File: src/rtl/sfu_check_multi_if.sv
// Beat bus for the SFU conflict checker: input/output
// streams, mode select, counter clear and conflict count.
interface sfu_check_multi_if #(
  parameter int DATA_WIDTH  = 8,
  parameter int LABEL_WIDTH = 4,
  parameter int NUM_CH      = 4,
  parameter int CNT_WIDTH   = 16
);
  logic                          mode;
  logic                          x_valid;
  logic                          x_ready;
  logic [NUM_CH*DATA_WIDTH-1:0]  x_data;
  logic [NUM_CH*LABEL_WIDTH-1:0] x_label;
  logic                          y_valid;
  logic                          y_ready;
  logic [NUM_CH*DATA_WIDTH-1:0]  y_data;
  logic [NUM_CH*LABEL_WIDTH-1:0] y_label;
  logic [NUM_CH-1:0]             y_keep;
  logic                          flag_same_sfu;
  logic                          cnt_clr;
  logic [CNT_WIDTH-1:0]          conflict_cnt;

  modport slave (
    input  mode, x_valid, x_data, x_label,
    input  y_ready, cnt_clr,
    output x_ready, y_valid, y_data, y_label,
    output y_keep, flag_same_sfu, conflict_cnt
  );

  modport master (
    output mode, x_valid, x_data, x_label,
    output y_ready, cnt_clr,
    input  x_ready, y_valid, y_data, y_label,
    input  y_keep, flag_same_sfu, conflict_cnt
  );
endinterface

File: src/rtl/sfu_check_multi.sv
// Two-stage SFU conflict checker: masks channels whose
// antennas share an SFU and counts conflicting beats.
module sfu_check_multi #(
  parameter int DATA_WIDTH    = 8,
  parameter int LABEL_WIDTH   = 4,
  parameter int NUM_CH        = 4,
  parameter int SFU_SIZE_LOG2 = 1,
  parameter int CNT_WIDTH     = 16
) (
  input logic               clk,
  input logic               rst,
  sfu_check_multi_if.slave  bus
);

  localparam int DW = NUM_CH * DATA_WIDTH;
  localparam int LW = NUM_CH * LABEL_WIDTH;
  localparam int MW = NUM_CH * NUM_CH;

  logic          advance;

  logic          v1_q, v1_d;
  logic [DW-1:0] d1_q, d1_d;
  logic [LW-1:0] l1_q, l1_d;
  logic          m1_q, m1_d;
  logic [MW-1:0] mt_q, mt_d;

  logic              yv_q, yv_d;
  logic [DW-1:0]     yd_q, yd_d;
  logic [LW-1:0]     yl_q, yl_d;
  logic [NUM_CH-1:0] yk_q, yk_d;
  logic              fl_q, fl_d;

  logic [CNT_WIDTH-1:0] cnt_q, cnt_d;

  logic [MW-1:0]     match;
  logic [NUM_CH-1:0] keep;
  logic              any_c;
  logic [DW-1:0]     masked;

  assign advance           = bus.y_ready | ~yv_q;
  assign bus.x_ready       = advance;
  assign bus.y_valid       = yv_q;
  assign bus.y_data        = yd_q;
  assign bus.y_label       = yl_q;
  assign bus.y_keep        = yk_q;
  assign bus.flag_same_sfu = fl_q;
  assign bus.conflict_cnt  = cnt_q;

  // match[i*NUM_CH+j]: channels i and j map to the same SFU
  always_comb begin
    match = '0;
    for (int i = 0; i < NUM_CH; i++) begin
      for (int j = 0; j < NUM_CH; j++) begin
        if (i != j) begin
          match[i*NUM_CH+j] =
            (bus.x_label[i*LABEL_WIDTH +: LABEL_WIDTH]
              >> SFU_SIZE_LOG2) ==
            (bus.x_label[j*LABEL_WIDTH +: LABEL_WIDTH]
              >> SFU_SIZE_LOG2);
        end
      end
    end
  end

  always_comb begin
    keep   = '1;
    any_c  = 1'b0;
    masked = '0;
    for (int i = 0; i < NUM_CH; i++) begin
      for (int j = 0; j < NUM_CH; j++) begin
        if (mt_q[i*NUM_CH+j]) begin
          any_c = 1'b1;
          if (!m1_q || j < i) begin
            keep[i] = 1'b0;
          end
        end
      end
    end
    for (int i = 0; i < NUM_CH; i++) begin
      if (keep[i]) begin
        masked[i*DATA_WIDTH +: DATA_WIDTH] =
          d1_q[i*DATA_WIDTH +: DATA_WIDTH];
      end
    end
  end

  always_comb begin
    v1_d = v1_q;
    d1_d = d1_q;
    l1_d = l1_q;
    m1_d = m1_q;
    mt_d = mt_q;
    yv_d = yv_q;
    yd_d = yd_q;
    yl_d = yl_q;
    yk_d = yk_q;
    fl_d = fl_q;
    if (advance) begin
      v1_d = bus.x_valid;
      if (bus.x_valid) begin
        d1_d = bus.x_data;
        l1_d = bus.x_label;
        m1_d = bus.mode;
        mt_d = match;
      end
      yv_d = v1_q;
      if (v1_q) begin
        yd_d = masked;
        yl_d = l1_q;
        yk_d = keep;
        fl_d = any_c;
      end
    end
  end

  // clear wins over a same-cycle increment
  always_comb begin
    cnt_d = cnt_q;
    if (bus.cnt_clr) begin
      cnt_d = '0;
    end else if (yv_q && bus.y_ready && fl_q && !(&cnt_q)) begin
      cnt_d = cnt_q + CNT_WIDTH'(1);
    end
  end

  always_ff @(posedge clk or negedge rst) begin
    if (!rst) begin
      v1_q  <= 1'b0;
      d1_q  <= '0;
      l1_q  <= '0;
      m1_q  <= 1'b0;
      mt_q  <= '0;
      yv_q  <= 1'b0;
      yd_q  <= '0;
      yl_q  <= '0;
      yk_q  <= '0;
      fl_q  <= 1'b0;
      cnt_q <= '0;
    end else begin
      v1_q  <= v1_d;
      d1_q  <= d1_d;
      l1_q  <= l1_d;
      m1_q  <= m1_d;
      mt_q  <= mt_d;
      yv_q  <= yv_d;
      yd_q  <= yd_d;
      yl_q  <= yl_d;
      yk_q  <= yk_d;
      fl_q  <= fl_d;
      cnt_q <= cnt_d;
    end
  end

endmodule

File: src/flat_wrapper.sv
// flat-port wrapper written by rule: the top's interface ports become plain ports
module sfu_check_multi_flat 
#(
  parameter int DATA_WIDTH    = 8,
  parameter int LABEL_WIDTH   = 4,
  parameter int NUM_CH        = 4,
  parameter int SFU_SIZE_LOG2 = 1,
  parameter int CNT_WIDTH     = 16
)
  (clk, rst, bus_mode, bus_x_valid, bus_x_data, bus_x_label, bus_y_ready, bus_cnt_clr, bus_x_ready, bus_y_valid, bus_y_data, bus_y_label, bus_y_keep, bus_flag_same_sfu, bus_conflict_cnt);
  sfu_check_multi_if #(.DATA_WIDTH(DATA_WIDTH), .LABEL_WIDTH(LABEL_WIDTH), .NUM_CH(NUM_CH), .CNT_WIDTH(CNT_WIDTH)) bus_i ();
  input logic clk;
  input logic rst;
  input wire logic [$bits(bus_i.mode)-1:0] bus_mode;
  input wire logic [$bits(bus_i.x_valid)-1:0] bus_x_valid;
  input wire logic [$bits(bus_i.x_data)-1:0] bus_x_data;
  input wire logic [$bits(bus_i.x_label)-1:0] bus_x_label;
  input wire logic [$bits(bus_i.y_ready)-1:0] bus_y_ready;
  input wire logic [$bits(bus_i.cnt_clr)-1:0] bus_cnt_clr;
  output wire logic [$bits(bus_i.x_ready)-1:0] bus_x_ready;
  output wire logic [$bits(bus_i.y_valid)-1:0] bus_y_valid;
  output wire logic [$bits(bus_i.y_data)-1:0] bus_y_data;
  output wire logic [$bits(bus_i.y_label)-1:0] bus_y_label;
  output wire logic [$bits(bus_i.y_keep)-1:0] bus_y_keep;
  output wire logic [$bits(bus_i.flag_same_sfu)-1:0] bus_flag_same_sfu;
  output wire logic [$bits(bus_i.conflict_cnt)-1:0] bus_conflict_cnt;
  assign bus_i.mode = bus_mode;
  assign bus_i.x_valid = bus_x_valid;
  assign bus_i.x_data = bus_x_data;
  assign bus_i.x_label = bus_x_label;
  assign bus_i.y_ready = bus_y_ready;
  assign bus_i.cnt_clr = bus_cnt_clr;
  assign bus_x_ready = bus_i.x_ready;
  assign bus_y_valid = bus_i.y_valid;
  assign bus_y_data = bus_i.y_data;
  assign bus_y_label = bus_i.y_label;
  assign bus_y_keep = bus_i.y_keep;
  assign bus_flag_same_sfu = bus_i.flag_same_sfu;
  assign bus_conflict_cnt = bus_i.conflict_cnt;
  sfu_check_multi #(.DATA_WIDTH(DATA_WIDTH), .LABEL_WIDTH(LABEL_WIDTH), .NUM_CH(NUM_CH), .SFU_SIZE_LOG2(SFU_SIZE_LOG2), .CNT_WIDTH(CNT_WIDTH)) u_core (.clk(clk), .rst(rst), .bus(bus_i));
endmodule
File: config.mk
export PLATFORM = sky130hd
export DESIGN_NAME = sfu_check_multi_flat
export DESIGN_NICKNAME = d
export VERILOG_FILES = /design/src/rtl/sfu_check_multi_if.sv /design/src/rtl/sfu_check_multi.sv /design/src/flat_wrapper.sv
export SDC_FILE = /design/constraint.sdc
export NUM_CORES = 1
export LEC_CHECK = 0
export CORE_MARGIN = 2
export CORE_UTILIZATION = 30
export DETAILED_ROUTE_END_ITERATION = 8
export GPL_ROUTABILITY_DRIVEN = 1
export PLACE_DENSITY = 0.49
export REMOVE_ABC_BUFFERS = 1
export SLEW_MARGIN = 15
export SYNTH_ARGS = -nofsm -noshare
export SYNTH_HDL_FRONTEND = slang
export SYNTH_SLANG_ARGS = --single-unit
export TNS_END_PERCENT = 100
File: constraint.sdc
create_clock -name clk -period 1.75 [get_ports clk]
set_input_delay 0.525 -clock clk [delete_from_list [all_inputs] [get_ports clk]]
set_output_delay 0.525 -clock clk [all_outputs]
set_load 0.03 [all_outputs]
==> reports/metrics.yaml, run 1 <==
outcome: "finished clean"
grt_pass1_wl_mm: 20.5
hold_viol_final: 0
cts.sinks: 126
hold_class: "in2async"
clkTransAtPathRegs_ps: 60
root_buffer: "clkbuf_16"
skew_ps: 7.07
netlist.area_leader.share_pct: 61.3
slew_viol_final: 0
drt_iter0_drc: 140
dp_hpwl_mm: 8.73
wl_mm: 12.6
num-nets-final: 588
tightest_slew_ps: 434
cts_htree_levels: 4
routed_via_density: 4.80
maxCapViolCount: 0
avgSynthCellArea_um2: 13.9
dr_total_vias: 3676
synthArstFlopShare_pct: 100
dp.cells: 731
ys_types: 43
post-synth-top-count-cell: "dfrtp_1"
cpPeakStageDelay_ps: 420
fp.dieW_um: 135
start_util_pct: 30.8
drive_gt1_share_pct: 32.4
remaining_drc_errors: 0
critPathKind: "reg2reg"
num-fill-cells: 1547
path_cells: "ha_4, nand4_1, nor4_4, nand3b_1, mux2_4"
ys_seq_area_share_pct: 61.3
synth_top_cell_by_area: "dfrtp_1"
yosysWarnings: 0
numCtsBuffers: 17
worst-path-max-fanout: 5
max_freq_ghz: 0.573
setup_violations: 0
antenna_found_initial: 0
synth_cells: 371
grt_pass1_vias: 3804
area_growth_syn_to_layout_pct: 46.7
die_area_um2: 18200
core.rowCount: 47
grt_max_degree: 52
fin_util_pct: 45.2
gp_congestion: 0.794
coreArea_um2: 16700
ir_drop_mv: 0.786
dieHeight_um: 135
drtAntennaViolNets: 0
synth-seq-cells: 126
crit_required_ps: 2050
arrival_ps: 2050
io_buffers: 124
n_antenna_cell: 0
ys.flop_type: "dfrtp_1"
slew_headroom_pct: 71.1
wl_per_cell_um: 16.4
layout.cells.non_filler: 766
cts_tree: "done"
rsz0062_at_grt: "true"
clock_latency_ps: 420
p_leak_uw: 0.00333
power.density_cell_area_nw_per_um2: 1410
fin_ws_ps: 3.61
worst_path_max_delay_cell: "dfrtp_2"
clockBufferDepth: 2
netlist_area_um2: 5140
gr-usage-all-layers_pct: 14.8
cp-start-kind: "register"
critPathCaptureType: "register"
fin_tns_setup_ps: 0
pin_count: 125
first_pass_iters: 5
synth-edff-count: 0
synthTopCellsByCount: "126 x dfrtp_1, 67 x mux2_2, 32 x a22o_1, 18 x xor2_1, 11 x nand2_1"
synth_area_leaders: "dfrtp_1 61%, mux2_2 15%, a22o_1 5.4%, xor2_1 3.1%, o41ai_1 1.0%"
period_needed_ps: 1750
overflow: 0
period_share_pct: 99.8
post-place-ws_ps: -465
[layout by cell type, fill, tap and decap left out, types with 5 or more instances in the layout]
cell and instances:
nand2_1 10, a21o_1 5, o21ai_0 5, a22o_1 32
nand3_1 10, clkdlybuf4s15_1 27, dfrtp_1 120, clkbuf_16 17
o41ai_1 6, dlygate4sd2_1 26, dfrtp_2 6, clkdlybuf4s15_2 10
nor3_1 6, a21oi_1 7, buf_4 32, mux2_2 66
xor2_1 18, clkdlybuf4s50_1 51, clkbuf_2 6, nor2_1 10
[kinds of logic after synthesis]
| family | synth area share (%) |
|---|---|
| xor+xnor | 3.06 |
| buf+inv | 1.87 |
| flops | 61.3 |
| simple gates | 8.00 |
| mux | 14.9 |
| fa+ha+maj | 0.243 |
| compound gates | 10.7 |
[where the power goes]
part	switching (uW)	total, uW	internal [uW]
clock	1280	3770	2490
combinational	1660	2910	1250
sequential	400	3990	3590
[final cells by class]
type | instances | area, um^2 | share of cell area (%)
timing repair buffer | 161 | 1510 | 20.0
inverter | 2 | 7.51 | 0.0995
sequential | 126 | 3160 | 41.9
clock inverter | 10 | 160 | 2.12
tap | 220 | 275 | 3.65
clock buffer | 22 | 474 | 6.28
multi-input combinational | 225 | 1960 | 25.9
[metal layers]
layer / global-route usage, % / vias up / routed length (um)
li1: - / 1698 / -
met1: 18.7 / 1838 / 5400
met2: 23.2 / 123 / 6100
met3: 5.56 / 17 / 832
met4: 5.50 / 0 / 235
met5: 0 / - / 0
[worst max-delay path: cells and delay by family, from the launching register on]
kind | cells | cell delay [ps]
flops | 1 | 420
fa+ha+maj | 1 | 170
mux | 1 | 300
simple gates | 3 | 740
[what timing repair did]
item	4_1_cts	5_1_grt
pin swaps	2	3
resized for setup	107	51
gates cloned	0	0
hold buffers	1	0
setup buffers	1	2
endpoints found under the setup margin	87	49
hold endpoints to repair	5	0
[final timing paths]
check	cells after the start	end	slack [ps]	from
setup reg to reg	5	u_core.bus.conflict_cnt[9]$_DFFE_PN0P_	4	u_core.bus.conflict_cnt[0]$_DFFE_PN0P_
min in group clk	1	u_core.bus.y_keep[3]$_DFFE_PN0P_	480	u_core.bus.y_keep[3]$_DFFE_PN0P_
hold / removal	2	u_core.bus.conflict_cnt[4]$_DFFE_PN0P_	470	rst
max in group asynchronous	3	u_core.bus.y_data[0]$_DFFE_PN0P_	670	rst
setup / recovery	5	u_core.bus.conflict_cnt[9]$_DFFE_PN0P_	4	u_core.bus.conflict_cnt[0]$_DFFE_PN0P_
hold reg to reg	1	u_core.bus.y_keep[3]$_DFFE_PN0P_	480	u_core.bus.y_keep[3]$_DFFE_PN0P_
[sequential cells by signal (all words and copies together), names as in the netlist, 4 cells and up]
name	flops
u_core.bus.conflict_cnt	16
u_core.bus.y_data	32
u_core.bus.y_keep	4
u_core.bus.y_label	16
u_core.d1_q	32
u_core.l1_q	16
u_core.mt_q	6
[per-stage QoR]
step | cell area [um^2] | hold WS (ps) | power [uW]
finish | 7550 | 473 | 10700
global route | 7550 | 458 | 11200
CTS | 7480 | 453 | 10800
detailed placement | 6870 | 335 | 7250
global placement | 6870 | 335 | 7220
floorplan | 5060 | 229 | 5700
(Power assumes the default switching activity.)
==> run 2, diff against run 1 <==
--- a/config.mk
+++ b/config.mk
@@ -9,7 +9,8 @@
 export CORE_UTILIZATION = 30
 export DETAILED_ROUTE_END_ITERATION = 8
 export GPL_ROUTABILITY_DRIVEN = 1
-export PLACE_DENSITY = 0.49
+export PLACE_DENSITY = 0.51
+export RECOVER_POWER = 25
 export REMOVE_ABC_BUFFERS = 1
 export SLEW_MARGIN = 15
 export SYNTH_ARGS = -nofsm -noshare
==> constraint.sdc (replaced) <==
create_clock -name clk -period 1.6 [get_ports clk]
set_input_delay 0.48 -clock clk [delete_from_list [all_inputs] [get_ports clk]]
set_output_delay 0.48 -clock clk [all_outputs]
set_load 0.03 [all_outputs]
==> reports/metrics.yaml, run 2 (synthesis results as in run 1) <==
outcome: "complete, but fails checks"
violations: "setup timing"
die_area_um2: 18200  # unchanged
routed_via_density: 4.77  # -0.66%
multi_input_area_um2: 1970  # +0.58%
hold-worst-slack_ps: 482  # +9.09 ps
skew_ps: 5.26  # -1.81 ps
hold_class: "reg2reg"
wl_mm: 12.8  # +1.6%
period_needed_ps: 1610
dp_hpwl_mm: 9.09  # +4.0%
r2r_slack_ps: -10  # -20 ps
grt_max_degree: 36  # -31%
fin_ws_ps: -14.1  # -17.7 ps
regArea_um2: 3160  # -0.12%
place_area_um2: 7100  # +3.5%
cp-start-kind: "primary input"
critPathKind: "in2out"
coreArea_um2: 16700  # unchanged
cts.sinks: 126  # unchanged
p_leak_uw: 0.00351  # +5.3%
wl_per_cell_um: 16.1  # -2.1%
critPathCaptureType: "primary output"
crit_buf_inv: 3  # +3
core.rowCount: 47  # unchanged
design_area_um2: 7800  # +3.4%
clock_latency_ps: 400  # -20 ps
rsz0062_at_grt: "true"
worst_path_max_delay_cell: "clkdlybuf4s15_1"
clockBufferDepth: 2  # unchanged
ir_drop_mv: 0.898  # +14%
grt_pass1_vias: 4126  # +8.5%
crit_family: "buffers and inverters"
slew_headroom_pct: 68.9  # -2.1 points
first_pass_iters: 4  # -1
power.density_cell_area_nw_per_um2: 1510  # +6.9%
overflow: 0  # unchanged
cts_htree_levels: 4  # unchanged
max_freq_ghz: 0.620
pin_count: 125  # unchanged
cts_tree: "done"
drtAntennaViolNets: 0  # unchanged
crit_required_ps: 1120  # -930 ps
worst-path-max-fanout: 3  # -2
crit_top_cell: "buf_6"
dieHeight_um: 135  # unchanged
period_share_pct: 101
numCtsBuffers: 17  # unchanged
dr_total_vias: 3790  # +3.1%
fin_tns_setup_ps: -21.3  # -21.3 ps
path_cells: "clkdlybuf4s15_1, nand2b_4, buf_6, buf_6"
gr-usage-all-layers_pct: 14.7  # -0.078 points
num-fill-cells: 1564  # +1.1%
layout_common_cells: "123 x dfrtp_1, 67 x mux2_2, 56 x buf_4"
drive_gt1_share_pct: 44.9  # +12 points
arrival_ps: 1130  # -920 ps
post-place-ws_ps: -609  # -144 ps
hold_viol_final: 0  # unchanged
start_util_pct: 30.8  # unchanged
io_buffers: 124  # unchanged
root_buffer: "clkbuf_16"
antenna_found_initial: 0  # unchanged
fp.dieW_um: 135  # unchanged
clkTransAtPathRegs_ps: 60  # about the same
grt_pass1_wl_mm: 20.8  # +1.7%
remaining_drc_errors: 0  # unchanged
mostFrequentLayoutCell: "dfrtp_1"
setup_violations: 3  # +3
drt_iter0_drc: 123  # -12%
slew_viol_final: 0  # unchanged
num-nets-final: 620  # +5.4%
cpPeakStageDelay_ps: 240  # -180 ps
area_growth_syn_to_layout_pct: 51.6
maxCapViolCount: 0  # unchanged
finalPower_uw: 11800  # +10%
n_antenna_cell: 0  # unchanged
gp_congestion: 0.807  # +1.5%
tightest_slew_ps: 466  # +32.5 ps
run 2: layer usage:
| layer | GRT usage (%) | vias to the layer above | routed length [um] |
|---|---|---|---|
| li1 | - | 1759 | - |
| met1 | 18.0 | 1919 | 5480 |
| met2 | 23.9 | 96 | 6290 |
| met3 | 5.78 | 16 | 843 |
| met4 | 4.92 | 0 | 163 |
| met5 | 0 | - | 0 |
run 2: stage by stage:
stage	utilization, %	std cells
floorplan	-	353
global placement	42.5	754
detailed placement	42.5	754
CTS	47.2	792
global route	46.7	795
finish	46.7	795
run 2: area by class of cell:
type | count | share of cell area (%)
Tap cell | 220 | 3.53
Timing Repair Buffer | 193 | 22.9
Inverter | 2 | 0.0962
Clock inverter | 6 | 1.38
Multi-Input combinational cell | 225 | 25.2
Sequential cell | 126 | 40.5
Clock buffer | 23 | 6.38
run 2: power by group:
| part | leakage [uW] | switching [uW] | internal (uW) |
|---|---|---|---|
| registers | 0.00155 | 466 | 3920 |
| logic | 0.00166 | 1850 | 1600 |
| clock network | 0.000297 | 1310 | 2630 |
run 2: timing repair:
action / CTS / global route
hold buffers: 1 / 0
hold endpoints to repair: 12 / 0
gates resized for setup: 186 / 65
pin swaps: 8 / 3
setup endpoints to repair: 183 / 54
setup buffers: 8 / 3
run 2: path summary, 6_finish.rpt:
path	end	startpoint	depth (start not counted)
worst max-delay path	bus_x_ready	bus_y_ready	4
worst min-delay path	u_core.bus.y_keep[3]$_DFFE_PN0P_	u_core.bus.y_keep[3]$_DFFE_PN0P_	1
worst max register to register	u_core.bus.conflict_cnt[2]$_DFFE_PN0P_	u_core.bus.conflict_cnt[1]$_DFFE_PN0P_	7
worst min register to register	u_core.bus.y_keep[3]$_DFFE_PN0P_	u_core.bus.y_keep[3]$_DFFE_PN0P_	1
max in group asynchronous	u_core.d1_q[16]$_DFFE_PN0P_	rst	3
min in group asynchronous	u_core.bus.conflict_cnt[9]$_DFFE_PN0P_	rst	2
==> variant, RTL diff (flow settings as in run 2) <==
Take the reset off `d1_q` and load it in a clocked block of its own.
--- a/src/rtl/sfu_check_multi.sv
+++ b/src/rtl/sfu_check_multi.sv
@@ -126,7 +126,6 @@
   always_ff @(posedge clk or negedge rst) begin
     if (!rst) begin
       v1_q  <= 1'b0;
-      d1_q  <= '0;
       l1_q  <= '0;
       m1_q  <= 1'b0;
       mt_q  <= '0;
@@ -138,7 +137,6 @@
       cnt_q <= '0;
     end else begin
       v1_q  <= v1_d;
-      d1_q  <= d1_d;
       l1_q  <= l1_d;
       m1_q  <= m1_d;
       mt_q  <= mt_d;
@@ -151,5 +149,9 @@
     end
   end
 
+  always_ff @(posedge clk) begin
+    d1_q <= d1_d;
+  end
+
 endmodule
 
Function: same outputs for any inputs over 4 cycles, from zero or initial values and one cycle with rst low; that may be too few to reach the edited logic, so the function may still have changed.
==> variant against run 2 <==
  * The run still ends with setup timing left
  * Combinational power fell by 12%
  * Cell area down 2.3%
  * Setup slack lost 67 ps
  * Synthesized cell count fell by 9.4%
  * Sequential cell count unchanged
  * Wire length shrank 5.4%
  * Via count shrank 9.7%
  * Worst hold slack got worse by 25 ps
  * Synthesized area decreased by 3.2%
  * Sequential power decreased by 2%
  * Total power decreased by 3.5%
  * Largest cell class unchanged
==> variant: results (changes against run 2) <==
[run_status]
outcome = complete, but fails checks
violations = setup timing

[hold_path]
hp-start = u_core.d1_q[23]

[placement]
hpwl_um = 8390  ; -7.7%
place_ws_ps = -565  ; +43.9 ps
place_congestion = 0.780  ; -3.2%

[global_route]
grtUsageMet2_pct = 22.8  ; -1.1 points
grt_pass1_vias = 3715  ; -10%
grt_max_degree = 40  ; +11%
grt_pass1_wl_um = 19900  ; -4.6%
met3_usage_pct = 4.02  ; -1.8 points
met1_usage_pct = 19.1  ; +1.1 points
groute.usage.overall_pct = 14.5  ; -0.26 points

[setup_path]
path_delay_family = simple AND/OR/NAND/NOR gates
cp.arrival_ps = 2020  ; +890 ps
worst_r2r_path_depth = 6  ; -1
r2r-end = u_core.bus.conflict_cnt[14]

[clocking]
cts_resized = 216  ; +16%
cts_setup_buffers = 5  ; -3

[timing]
worst_slack_ps = -81.2  ; -67.1 ps
relSlewSlack_pct = 57.0  ; -12 points
setup_viol_count_final = 10  ; +7

[logic_synthesis]
synth_cell_types = 46  ; +7.0%
synth_edf_count = 32  ; +32
synth_common_cells = dfrtp_1 (94), a22o_1 (32), edfxtp_1 (32), mux2_2 (32), xor2_1 (18)
netlist_instances = 336  ; -9.4%

[drt]
drt-initial-drc-count = 114  ; -7.3%

[pwr]
p_comb_share_pct = 26.6  ; -2.7 points
vdd_drop_max_mv = 0.834  ; -7.1%

[layout]
drive_gt1_share_pct = 41.4  ; -3.5 points
finalNonFillerCells = 754  ; -5.2%

[floorplan]
fp.dieArea_um2 = 17700  ; -3.1%

==> variant: layer usage <==
| layer | wire (um) | vias to the layer above |
|---|---|---|
| met5 | 0 | - |
| met4 | 160 | 0 |
| met3 | 564 | 11 |
| met2 | 5810 | 92 |
| met1 | 5560 | 1690 |
| li1 | - | 1631 |
==> variant: cell type report <==
type,instances,share of cell area (%)
multi-input cells,193,21.9
clock buffers,21,6.04
flip-flops and latches,126,43.5
inverters,4,0.197
clock inverters,11,2.18
well taps,220,3.61
repair buffers,179,22.6
==> variant: cell families (layout without fill, tap and decap cells) <==
group	after synthesis	count (layout)	synth area share, %
XOR/XNOR	18	18	3.17
multiplexers	38	38	8.57
AO/OA/AOI/OAI	73	73	11.8
buffers and inverters	17	215	1.81
adder cells (fa/ha/maj)	1	1	0.251
AND/OR/NAND/NOR	63	63	7.94
flip-flops	126	126	66.5
